<file path="src/rtl/game_pkg.sv">
// Shared key constants and conditioner state type for the pet game pipeline.
package game_pkg;

  localparam logic [7:0] KEY_NONE = 8'h00;
  localparam logic [7:0] KEY_Q    = 8'h14;
  localparam logic [7:0] KEY_W    = 8'h1A;
  localparam logic [7:0] KEY_S    = 8'h16;

  typedef enum logic [1:0] {IDLE, ARM, HOLD, REL} keycond_state_t;

  function automatic logic is_game_key(input logic [7:0] code);
    return (code == KEY_Q) || (code == KEY_W) || (code == KEY_S);
  endfunction

endpackage

</file>
<file path="src/rtl/key_conditioner_sync_edge.sv">
// Two-flop synchroniser followed by a rising-edge detector for VGA-domain strobes.
module sync_edge (
  input  logic Clk,
  input  logic Reset_n,
  input  logic async_in,
  output logic pulse
);

  logic [2:0] sh;

  always_ff @(posedge Clk or negedge Reset_n) begin
    if (!Reset_n) sh <= '0;
    else          sh <= {sh[1:0], async_in};
  end

  // sh[1] is the synchronised level, sh[2] its one-cycle-old copy
  assign pulse = sh[1] & ~sh[2];

endmodule

</file>
<file path="src/rtl/key_conditioner.sv">
// Filters, debounces and frame-aligns USB game keys into one clean event per press.
module key_conditioner
  import game_pkg::*;
#(
  parameter int unsigned DEBOUNCE_CYCLES = 50000,
  parameter int unsigned HOLD_FRAMES     = 2
) (
  input  logic       Clk,
  input  logic       Reset_n,
  input  logic       frame_clk,
  input  logic [7:0] keycode,
  output logic [7:0] key,
  output logic       key_valid,
  output logic       dropped
);

  localparam int unsigned CW = $clog2(DEBOUNCE_CYCLES) + 1;
  localparam int unsigned HW = $clog2(HOLD_FRAMES) + 1;
  localparam logic [CW-1:0] CNT_LAST  = CW'(DEBOUNCE_CYCLES - 1);
  localparam logic [HW-1:0] HOLD_LAST = HW'(HOLD_FRAMES - 1);

  logic [7:0]    filt, cand, stable, code, code_n, key_n;
  logic [CW-1:0] cnt;
  logic [HW-1:0] hcnt, hcnt_n;
  logic          st_new, tick, valid_n, drop_n, new_other;
  keycond_state_t state, state_n;

  assign filt = is_game_key(keycode) ? keycode : KEY_NONE;

  always_ff @(posedge Clk or negedge Reset_n) begin
    if (!Reset_n) begin
      cand   <= KEY_NONE;
      cnt    <= '0;
      stable <= KEY_NONE;
      st_new <= 1'b0;
    end else if (filt != cand) begin
      cand   <= filt;
      cnt    <= '0;
      st_new <= 1'b0;
    end else if (cnt == CNT_LAST) begin
      stable <= cand;
      st_new <= (cand != stable);
    end else begin
      cnt    <= cnt + 1'b1;
      st_new <= 1'b0;
    end
  end

  sync_edge u_frame_tick (
    .Clk      (Clk),
    .Reset_n  (Reset_n),
    .async_in (frame_clk),
    .pulse    (tick)
  );

  // a debounced change to some other game key than the one latched
  assign new_other = st_new && (stable != KEY_NONE) && (stable != code);

  always_ff @(posedge Clk or negedge Reset_n) begin
    if (!Reset_n) begin
      state     <= IDLE;
      code      <= KEY_NONE;
      hcnt      <= '0;
      key       <= KEY_NONE;
      key_valid <= 1'b0;
      dropped   <= 1'b0;
    end else begin
      state     <= state_n;
      code      <= code_n;
      hcnt      <= hcnt_n;
      key       <= key_n;
      key_valid <= valid_n;
      dropped   <= drop_n;
    end
  end

  always_comb begin
    state_n = state;
    code_n  = code;
    hcnt_n  = hcnt;
    key_n   = key;
    valid_n = key_valid;
    drop_n  = 1'b0;
    case (state)
      IDLE: begin
        key_n   = KEY_NONE;
        valid_n = 1'b0;
        if (st_new && stable != KEY_NONE) begin
          state_n = ARM;
          code_n  = stable;
        end
      end
      ARM: begin
        drop_n = new_other;
        if (tick) begin
          state_n = HOLD;
          key_n   = code;
          valid_n = 1'b1;
          hcnt_n  = '0;
        end
      end
      HOLD: begin
        drop_n = new_other;
        if (tick) begin
          if (hcnt == HOLD_LAST) begin
            state_n = REL;
            key_n   = KEY_NONE;
            valid_n = 1'b0;
          end else begin
            hcnt_n = hcnt + 1'b1;
          end
        end
      end
      REL: begin
        if (stable == KEY_NONE) begin
          state_n = IDLE;
        end else if (new_other) begin
          state_n = ARM;
          code_n  = stable;
        end
      end
      default: state_n = IDLE;
    endcase
  end

endmodule

</file>
<file path="config.mk">
export PLATFORM = sky130hd
export DESIGN_NAME = key_conditioner
export DESIGN_NICKNAME = d
export VERILOG_FILES = /design/src/rtl/game_pkg.sv /design/src/rtl/key_conditioner_sync_edge.sv /design/src/rtl/key_conditioner.sv
export SDC_FILE = /design/constraint.sdc
export NUM_CORES = 1
export LEC_CHECK = 0
export CAP_MARGIN = 5
export CORE_MARGIN = 4
export CORE_UTILIZATION = 45
export CTS_BUF_LIST = sky130_fd_sc_hd__clkbuf_16
export DETAILED_ROUTE_END_ITERATION = 7
export PLACE_DENSITY = 0.71
export SLEW_MARGIN = 20
export SYNTH_ARGS = -nofsm -noshare
export SYNTH_HDL_FRONTEND = slang
export SYNTH_SLANG_ARGS = --single-unit
</file>
<file path="constraint.sdc">
create_clock -name Clk -period 2.8 [get_ports Clk]
set_clock_uncertainty 0.15 [all_clocks]
set_input_delay 0.56 -clock Clk [delete_from_list [all_inputs] [get_ports Clk]]
set_output_delay 0.56 -clock Clk [all_outputs]
set_load 0.02 [all_outputs]
</file>
After elaboration in Yosys (flattened, before gate mapping) --
Index checks and enable logic that the tools add are counted. Widths: inputs -> output; s select.
Storage, ports and cells: output and inout port bits 10, bits in registers 59
Cells by class: eq/ne operators 20, $add $sub $neg 2, muxes and demuxes 29, reduce and logical (&&, ||, !) cells 16, bitwise gates (word level) 3
Operator list (count):
- $mux 8 | 7
- $mux 17 | 2
- $eq 8x5->1 const B | 3
- $ne 8x8->1 | 3
- $pmux 8 s3 | 1
- $mux 2 | 9
- $add 17x1->17 const B | 1
- $eq 17x16->1 const B | 1
- $ne 2x2->1 const B | 8
- $pmux 8 s2 | 1
- $reduce_and 4->1 | 3
- $logic_not 8->1 | 1
- $pmux 2 s4 | 1
- $reduce_bool 8->1 | 1
- $mux 1 | 6
- $reduce_and 5->1 | 1
- $eq 2x1->1 const B | 2
- $eq 2x2->1 const B | 2
- $pmux 2 s2 | 1
- $reduce_bool 2->1 | 2
- $ne 3x3->1 const B | 1
- $pmux 1 s3 | 1
- $reduce_bool 3->1 | 1
- $add 2x1->2 const B | 1
- other kinds (7) | 10

Logic depth before layout (Yosys ltp) --
Gate-level depths: netlist (run 1).
word-level depth 7, gate-level depth with buffers 7, depth with buffers taken out 6

Hierarchy --
From an unflattened synthesis (run 1), not the netlist that was laid out.
Unflattened totals: cell total of the unflattened synthesis 267, area, all modules 2870.3 µm²
By module, submodules not included:
- key_conditioner | times used 1, area each 2781.4 µm², sequential area each 1401.3 µm², cells each 263
- sync_edge | times used 1, area each 88.8 µm², sequential area each 75.1 µm², cells each 4

Worst setup path after synthesis (run 1) --
OpenSTA, ideal clock, no wires.
path type input -> register, start input keycode[5], end register stable[2], arrival time 2.057 ns, slack 0.468 ns, required time 2.525 ns, stages on the path 5, cell sequence or4b_4 nor4_4 o32ai_2 o211ai_4 mux2_4
Between the ends: cells in the longest elaborated chain, start to end 7, elaborated cells between the ends (all ways) 9, classes of those cells eq/ne (4); mux (1); bitwise (1); reduce/logical (3)
RTL lines:
- from (decl) | RTL line key_conditioner.sv:11 | input logic [7:0] keycode,
- $eq 8x5->1 | RTL line game_pkg.sv:12 | return (code == KEY_Q) || (code == KEY_W) || (code == KEY_S);
- $logic_or 1x1->1 (2 in series) | RTL line game_pkg.sv:12
- $mux 8 * | RTL line key_conditioner.sv:28 | assign filt = is_game_key(keycode) ? keycode : KEY_NONE;
- $ne 8x8->1 * | RTL line key_conditioner.sv:36 | end else if (filt != cand) begin
- $not 1->1 (no line) *
- $reduce_and 2->1 (no line) *
- to (signal assigned) | RTL line key_conditioner.sv:41 | stable <= cand;
- to (decl) | RTL line key_conditioner.sv:22 | logic [7:0] filt, cand, stable, code, code_n, key_n;
Mark *: on every way between the ends. The rest lies on a longest branch, timed or not. A chain may end at the register's enable or synchronous reset.

Worst setup path after layout (run 1) --
start input keycode[5], end register st_new
Between the ends: cells in the longest elaborated chain, start to end 6, elaborated cells between the ends (all ways) 8, classes of those cells eq/ne (4); mux (2); reduce/logical (2)
RTL lines:
- $eq 8x5->1 | RTL line game_pkg.sv:12
- $logic_or 1x1->1 (2 in series) | RTL line game_pkg.sv:12
- $mux 8 * | RTL line key_conditioner.sv:28
- $ne 8x8->1 * | RTL line key_conditioner.sv:36
- $mux 1 * | RTL line key_conditioner.sv:36
- to (signal assigned) | RTL line key_conditioner.sv:42 | st_new <= (cand != stable);
- to (decl) | RTL line key_conditioner.sv:25 | logic st_new, tick, valid_n, drop_n, new_other;
Marked as above.

==> results of run 1 <==
==> worst register-to-register path: stages, from the launching register on <==
cell	delay, ns
dfrtp_1	0.44
or4_1	0.59
o21ai_1	0.23
or3_1	0.35
mux2_2	0.38
==> flip-flops by register name (all words and copies together) (netlist names) <==
name / flops
cnt: 17
cand: 8
code: 8
key: 8
stable: 8
u_frame_tick.sh: 3
hcnt: 2
state: 2
dropped: 1
key_valid: 1
st_new: 1
==> cell type report <==
type	instances	area (sq um)	share of cell area [%]
inverters	5	18.77	0.5312
repair buffers	27	272.8	7.720
clock buffers	9	225.2	6.374
flip-flops and latches	59	1476	41.78
well taps	75	93.84	2.656
multi-input cells	194	1378	38.99
clock inverters	7	68.82	1.948
==> cell families after synthesis <==
group                      count (synthesis)  share of synthesized area (%)
AOI/OAI and AO/OA                         38                          8.820
xor gates and xnor gates                  30                          9.079
adders and majority gates                  7                          3.026
buffers and inverters                     11                          1.773
DFF                                       59                          51.02
muxes                                     14                          5.966
other                                      1                         0.1296
and+or+nand+nor                          101                          20.19
==> how the worst max path moves through the flow <==
stage / depth (start not counted) / end / slack (ns) / start
after floorplan: 5 / stable[2]$_DFFE_PN0P_ / 0.47 / keycode[5]
after global placement: 6 / stable[2]$_DFFE_PN0P_ / 0.004 / keycode[5]
after detailed placement: 8 / st_new$_DFF_PN0_ / -0.04 / keycode[5]
after CTS: 8 / st_new$_DFF_PN0_ / 0.30 / keycode[5]
after global routing: 8 / st_new$_DFF_PN0_ / 0.12 / keycode[3]
final: 8 / st_new$_DFF_PN0_ / 0.32 / keycode[5]
==> per-layer routing <==
layer | track usage (%) | up-vias | wire length [um]
met1 | 17.61 | 920 | 2214
li1 | - | 991 | -
met2 | 23.25 | 28 | 2309
met5 | 0 | - | 0
met3 | 3.669 | 12 | 176
met4 | 8.791 | 0 | 130
==> power groups by stage <==
| stage | clock (W) | sequential (W) | combinational (W) |
|---|---|---|---|
| 2_1_floorplan | 0 | 0.000878 | 0.0000230 |
| 3_3_place_gp | 0 | 0.000878 | 0.0000640 |
| 3_5_place_dp | 0 | 0.000879 | 0.0000653 |
| 4_1_cts | 0.00108 | 0.000864 | 0.0000655 |
| 5_1_grt | 0.00113 | 0.000864 | 0.0000718 |
| 6_report | 0.00106 | 0.000864 | 0.0000631 |
==> stage by stage <==
| step | setup TNS, ns | utilization [%] | total power (W) |
|---|---|---|---|
| after floorplan | 0 | - | 0.0009005 |
| after global placement | 0 | 53.14 | 0.0009422 |
| after detailed placement | -0.1191 | 53.14 | 0.0009438 |
| after CTS | 0 | 57.96 | 0.002011 |
| after global routing | 0 | 57.96 | 0.002065 |
| final | 0 | 57.96 | 0.001986 |
==> cell usage in the layout, fill, tap and decap left out, types with 3 or more instances in the layout <==
cell / instances
dfrtp_1: 59
nand2_1: 28
nor2_1: 22
xor2_1: 21
clkdlybuf4s50_1: 19
o21ai_0: 12
mux2_2: 10
a21oi_1: 9
xnor2_1: 9
clkbuf_16: 9
ha_1: 7
and2_1: 6
inv_1: 5
nor4_1: 5
nand3_1: 5
or4_1: 5
buf_4: 5
mux2_4: 4
conb_1: 4
nor4_2: 3
or3_1: 3
o31ai_1: 3
nor3_1: 3
nand4_1: 3
clkinv_2: 3
==> reports/qor.txt, run 1 <==
Initial Utilization = 47.48%
Post-CTS Setup Inserts = 0
Pleak = 1.607 nW
Setup-failing EPs final = 0
fin area = 3533 sq um
clock sink total = 59
Overflow after GRT = 0
cells after synthesis = 261
DRT Pass-1 Iters = 4
Hold Crit Class = in2async
routability cong. = 0.8203
synth warn = 0
Inserted Clock Buffers = 9
pin count of the biggest net entering global routing = 31
element type at the critical path start = input port
R2R setup slack = 0.55 ns
combinational power share = 3.2%
synth-to-layout area growth = 22.09%
WP data required = 2.88 ns
crit path cell chain = clkdlybuf4s50_1 -> nor4b_1 -> nand2_1 -> nor4b_2 -> buf_4 -> o21ai_2 -> buf_12 -> a211oi_1
worst r2r path cells = 4
CP max-delay cell = nor4b_2
hold buffers post-CTS = 0
Fin. Hold Viols = 0
worst vdd ir = 0.3939 mV
number of global-route vias before repair = 1979
core area = 6096 sq um
# diodes = 0
most frequent cell after synthesis = dfrtp_1
ys flop type = dfrtp_1
R2R Path End = code[7]$_DFFE_PN0P_
Clock Latency Late Sink = 0.32 ns
Ports = 21
Total Routing Usage GR = 14.53%
worst slew pin tran = 0.6869 ns
FF-to-FF Start = stable[5]$_DFFE_PN0P_
Cell Area, Synth = 2894 sq um
PD cells = 562.0 nW/um^2
CP endpoint kind = flop
unrepaired setup endpoints after global routing = false
Sequential Power Share = 43.5%
Final WS setup = 0.3212 ns
nets = 314
register area share after synthesis = 51.02%
Commonest cells post-synth = 59 x dfrtp_1, 28 x nand2_1, 22 x nor2_1
synth unique cells = 49
H-tree depth = 3
sw power = 0.0004152 W
final cell count without fillers = 376
CP bufs+invs = 3
residual DRC count = 0
DR vias = 1951
PostCTS Resize Cnt = 0
die area = 7778 sq um
Post-synth EDFFs = 0
Routed Antenna Nets = 0
syn_area_per_cell = 11.09 sq um
clock root buffer = clkbuf_16
Placement Setup Slack = -0.03623 ns
TritonCTS clock tree = done
vias per cell = 5.189
Synth top area share = 51.02%
Clock Power Share = 53.3%
antenna violations before repair = 0
total placed cells including tap cells = 360
Slew headroom = 54.21%
1st-iter DRT viols = 70
I/O Buffers = 20
CP arrival = 2.56 ns
cell taking the most area after synthesis = dfrtp_1
HPWL after detailed placement = 3499 um
Final period util = 88.53%
Max Fclk = 403.4 MHz
CP Class = in2reg
Die Width = 88.20 um
sw frac = 20.91%
Critical Path Max Stage Delay = 0.44 ns
WL per Instance = 12.85 um
delay-heaviest family, CP = simple AND/OR/NAND/NOR gates
final critical-path required period = 2.479 ns
hold_ws = 0.1249 ns
layout cells sized above 1 = 17.61%
synthesized flop and latch total = 59
FFs w/ async S/R, synth = 100.0%
Crit Path Max Fanout = 18
first-pass GRT wire length = 8625 um
Filler cells = 538
clk buf depth = 2
top cells by area, synth = dfrtp_1 51%, xor2_1 6.4%, mux2_2 3.9%, nand2_1 3.6%, ha_1 3.0%
max cap viols = 0
die height = 88.20 um
Std-Cell Rows = 28
Post-Place Cell Area = 3239 sq um
Pins Over Slew Limit = 0
CTS clk-pin slew, worst paths = 0.05 ns
drt total wl = 4830 um
run status = finished, final reports clean
internal power = 0.001571 W
No activity file was read; power rests on OpenSTA's default activity.
==> run 2, diff against run 1 <==
- CTS_CLUSTER_DIAMETER: unset -> 200
- GPL_TIMING_DRIVEN: unset -> 0
- SKIP_LAST_GASP: unset -> 1
==> run 2 against run 1 <==
Largest power group unchanged; highest routed layer unchanged; worst setup slack lost 0.042 ns; critical path depth shrank 2; sequential share of layout area is 0.74 points higher; worst hold slack improved by 0.022 ns; fmax down 1.7%.
==> reports/qor.txt, run 2 (same netlist as run 1, synthesis figures left out) <==
core area = 6096 sq um (unchanged)
Post-CTS Setup Inserts = 0 (unchanged)
H-tree depth = 3 (unchanged)
Tot Pwr = 0.001958 W (-1.4%)
Clock Latency Late Sink = 0.32 ns (about the same)
Die Width = 88.20 um (unchanged)
HPWL after detailed placement = 3438 um (-1.7%)
drt total wl = 5023 um (+4.0%)
layout cells sized above 1 = 15.72% (-1.9 points)
Pins Over Slew Limit = 0 (unchanged)
Crit Path Max Fanout = 8 (-10)
WL per Instance = 13.43 um (+4.6%)
Final period util = 90.03% (+1.5 points)
CP Class = in2reg
run status = finished, final reports clean
commonest non-fill, non-tap cells in the layout = 59 x dfrtp_1, 28 x nand2_1, 22 x nor2_1, 21 x xor2_1, 18 x clkdlybuf4s50_1
hold buffers post-CTS = 0 (unchanged)
WP data required = 2.85 ns (-0.03 ns)
Slew headroom = 51.64% (-2.6 points)
most common library cell in the layout ignoring fill and taps = dfrtp_1
CP endpoint = stable[3]$_DFFE_PN0P_
die height = 88.20 um (unchanged)
final critical-path required period = 2.521 ns (+0.04195 ns)
Post-Place Cell Area = 3187 sq um (-1.6%)
worst slew pin tran = 0.7253 ns (+0.03846 ns)
Total Routing Usage GR = 15.25% (+0.73 points)
synth-to-layout area growth = 19.97%
FF-to-FF Start = stable[5]$_DFFE_PN0P_
worst r2r path cells = 6 (+2)
R2R setup slack = 0.54 ns (about the same)
vias per cell = 5.278 (+1.7%)
max cap viols = 0 (unchanged)
1st-iter DRT viols = 118 (+69%)
pin count of the biggest net entering global routing = 60 (+94%)
Setup-failing EPs final = 0 (unchanged)
Hold Crit Class = in2async
CTS clk-pin slew, worst paths = 0.05 ns (about the same)
CP endpoint kind = flop
I/O Buffers = 19 (-5.0%)
clk buf depth = 2 (unchanged)
Std-Cell Rows = 28 (unchanged)
worst vdd ir = 0.3937 mV (about the same)
CP Launch Point = keycode[5]
TNS Setup = 0 ns (unchanged)
Routed Antenna Nets = 0 (unchanged)
# diodes = 0 (unchanged)
CP arrival = 2.57 ns (about the same)
TritonCTS clock tree = done
clock root buffer = clkbuf_16
Final WS setup = 0.2792 ns (-0.04195 ns)
Placement Setup Slack = -0.05759 ns (-0.02136 ns)
DR vias = 1974 (+1.2%)
die area = 7778 sq um (unchanged)
Overflow after GRT = 0 (unchanged)
Fin. Hold Viols = 0 (unchanged)
Largest register FFs = 17 (unchanged)
Ports = 21 (unchanged)
PD cells = 564.0 nW/um^2 (+0.35%)
number of global-route vias before repair = 1993 (+0.71%)
Pleak = 1.578 nW (-1.8%)
first-pass GRT wire length = 9094 um (+5.4%)
residual DRC count = 0 (unchanged)
Initial Utilization = 47.48% (unchanged)
final core utilization = 56.96% (-1.0 points)
unrepaired setup endpoints after global routing = false
Inserted Clock Buffers = 9 (unchanged)
clock sink total = 59 (unchanged)
DRT Pass-1 Iters = 4 (unchanged)
nets = 312 (-0.64%)
PostCTS Resize Cnt = 0 (unchanged)
largest register by flop count = cnt
Max Fclk = 396.7 MHz (-1.7%)
R2R Path End = code[5]$_DFFE_PN0P_
routability cong. = 0.7434 (-9.4%)
element type at the critical path start = input port
fin area = 3472 sq um (-1.7%)
antenna violations before repair = 0 (unchanged)
==> run 2: cell type report <==
cell class | count | area [sq um]
Clock inverter | 7 | 60.06
Fill cell | 539 | 2624
Timing Repair Buffer | 19 | 187.7
Clock buffer | 9 | 225.2
Multi-Input combinational cell | 194 | 1378
Buffer | 6 | 32.53
Tap cell | 75 | 93.84
Sequential cell | 59 | 1476
Inverter | 5 | 18.77
==> run 2: worst min path at each step <==
| stage | cells after the start | startpoint | to |
|---|---|---|---|
| CTS | 1 | Reset_n | cand[7]$_DFFE_PN0P_ |
| finish | 1 | Reset_n | cand[7]$_DFFE_PN0P_ |
| global placement | 0 | u_frame_tick.sh[0]$_DFF_PN0_ | u_frame_tick.sh[1]$_DFF_PN0_ |
| detailed placement | 0 | u_frame_tick.sh[0]$_DFF_PN0_ | u_frame_tick.sh[1]$_DFF_PN0_ |
| floorplan | 0 | Reset_n | cand[0]$_DFFE_PN0P_ |
| global route | 0 | u_frame_tick.sh[0]$_DFF_PN0_ | u_frame_tick.sh[1]$_DFF_PN0_ |
==> run 2: power breakdown <==
part	switching, W	internal (W)
Clock	0.000362	0.000675
Combinational	0.0000347	0.0000217
Sequential	0.00000394	0.000860
==> run 2: routing by layer <==
layer	wire length [um]	share of wire [%]	GRT usage, %
met1	2294	46	18.85
met2	2427	48	24.27
met3	184	3.7	4.233
met4	116	2.3	8.104
met5	0	0	0
==> run 2: worst max-delay path, stage by stage <==
cell             delay, ns
clkdlybuf4s50_1       0.42
or4b_4                0.58
nor3_4                0.25
nor4_2                0.10
o211ai_4              0.33
mux2_4                0.33
==> run 2: stage by stage <==
step | std cells | hold WS [ns]
floorplan | 264 | 0.1144
global placement | 358 | 0.1872
detailed placement | 358 | 0.1896
CTS | 374 | 0.1812
global route | 374 | 0.2090
finish | 374 | 0.1464
==> run 3, diff against run 2 <==
- clock period: 2.8 -> 2.9 ns (I/O delays scaled with it)
==> results of run 3 <==
Same layout as run 2 (identical final DEF). Status: finished, final reports clean.
Main changes from that run: setup slack after placement -0.05759 ns -> 0.02241 ns; setup slack after layout 0.2792 ns -> 0.3592 ns; hold slack 0.1464 ns -> 0.1664 ns; register-to-register setup slack 0.54 ns -> 0.64 ns; total power 0.001958 W -> 0.001891 W; worst IR drop on VDD 0.3937 mV -> 0.3801 mV
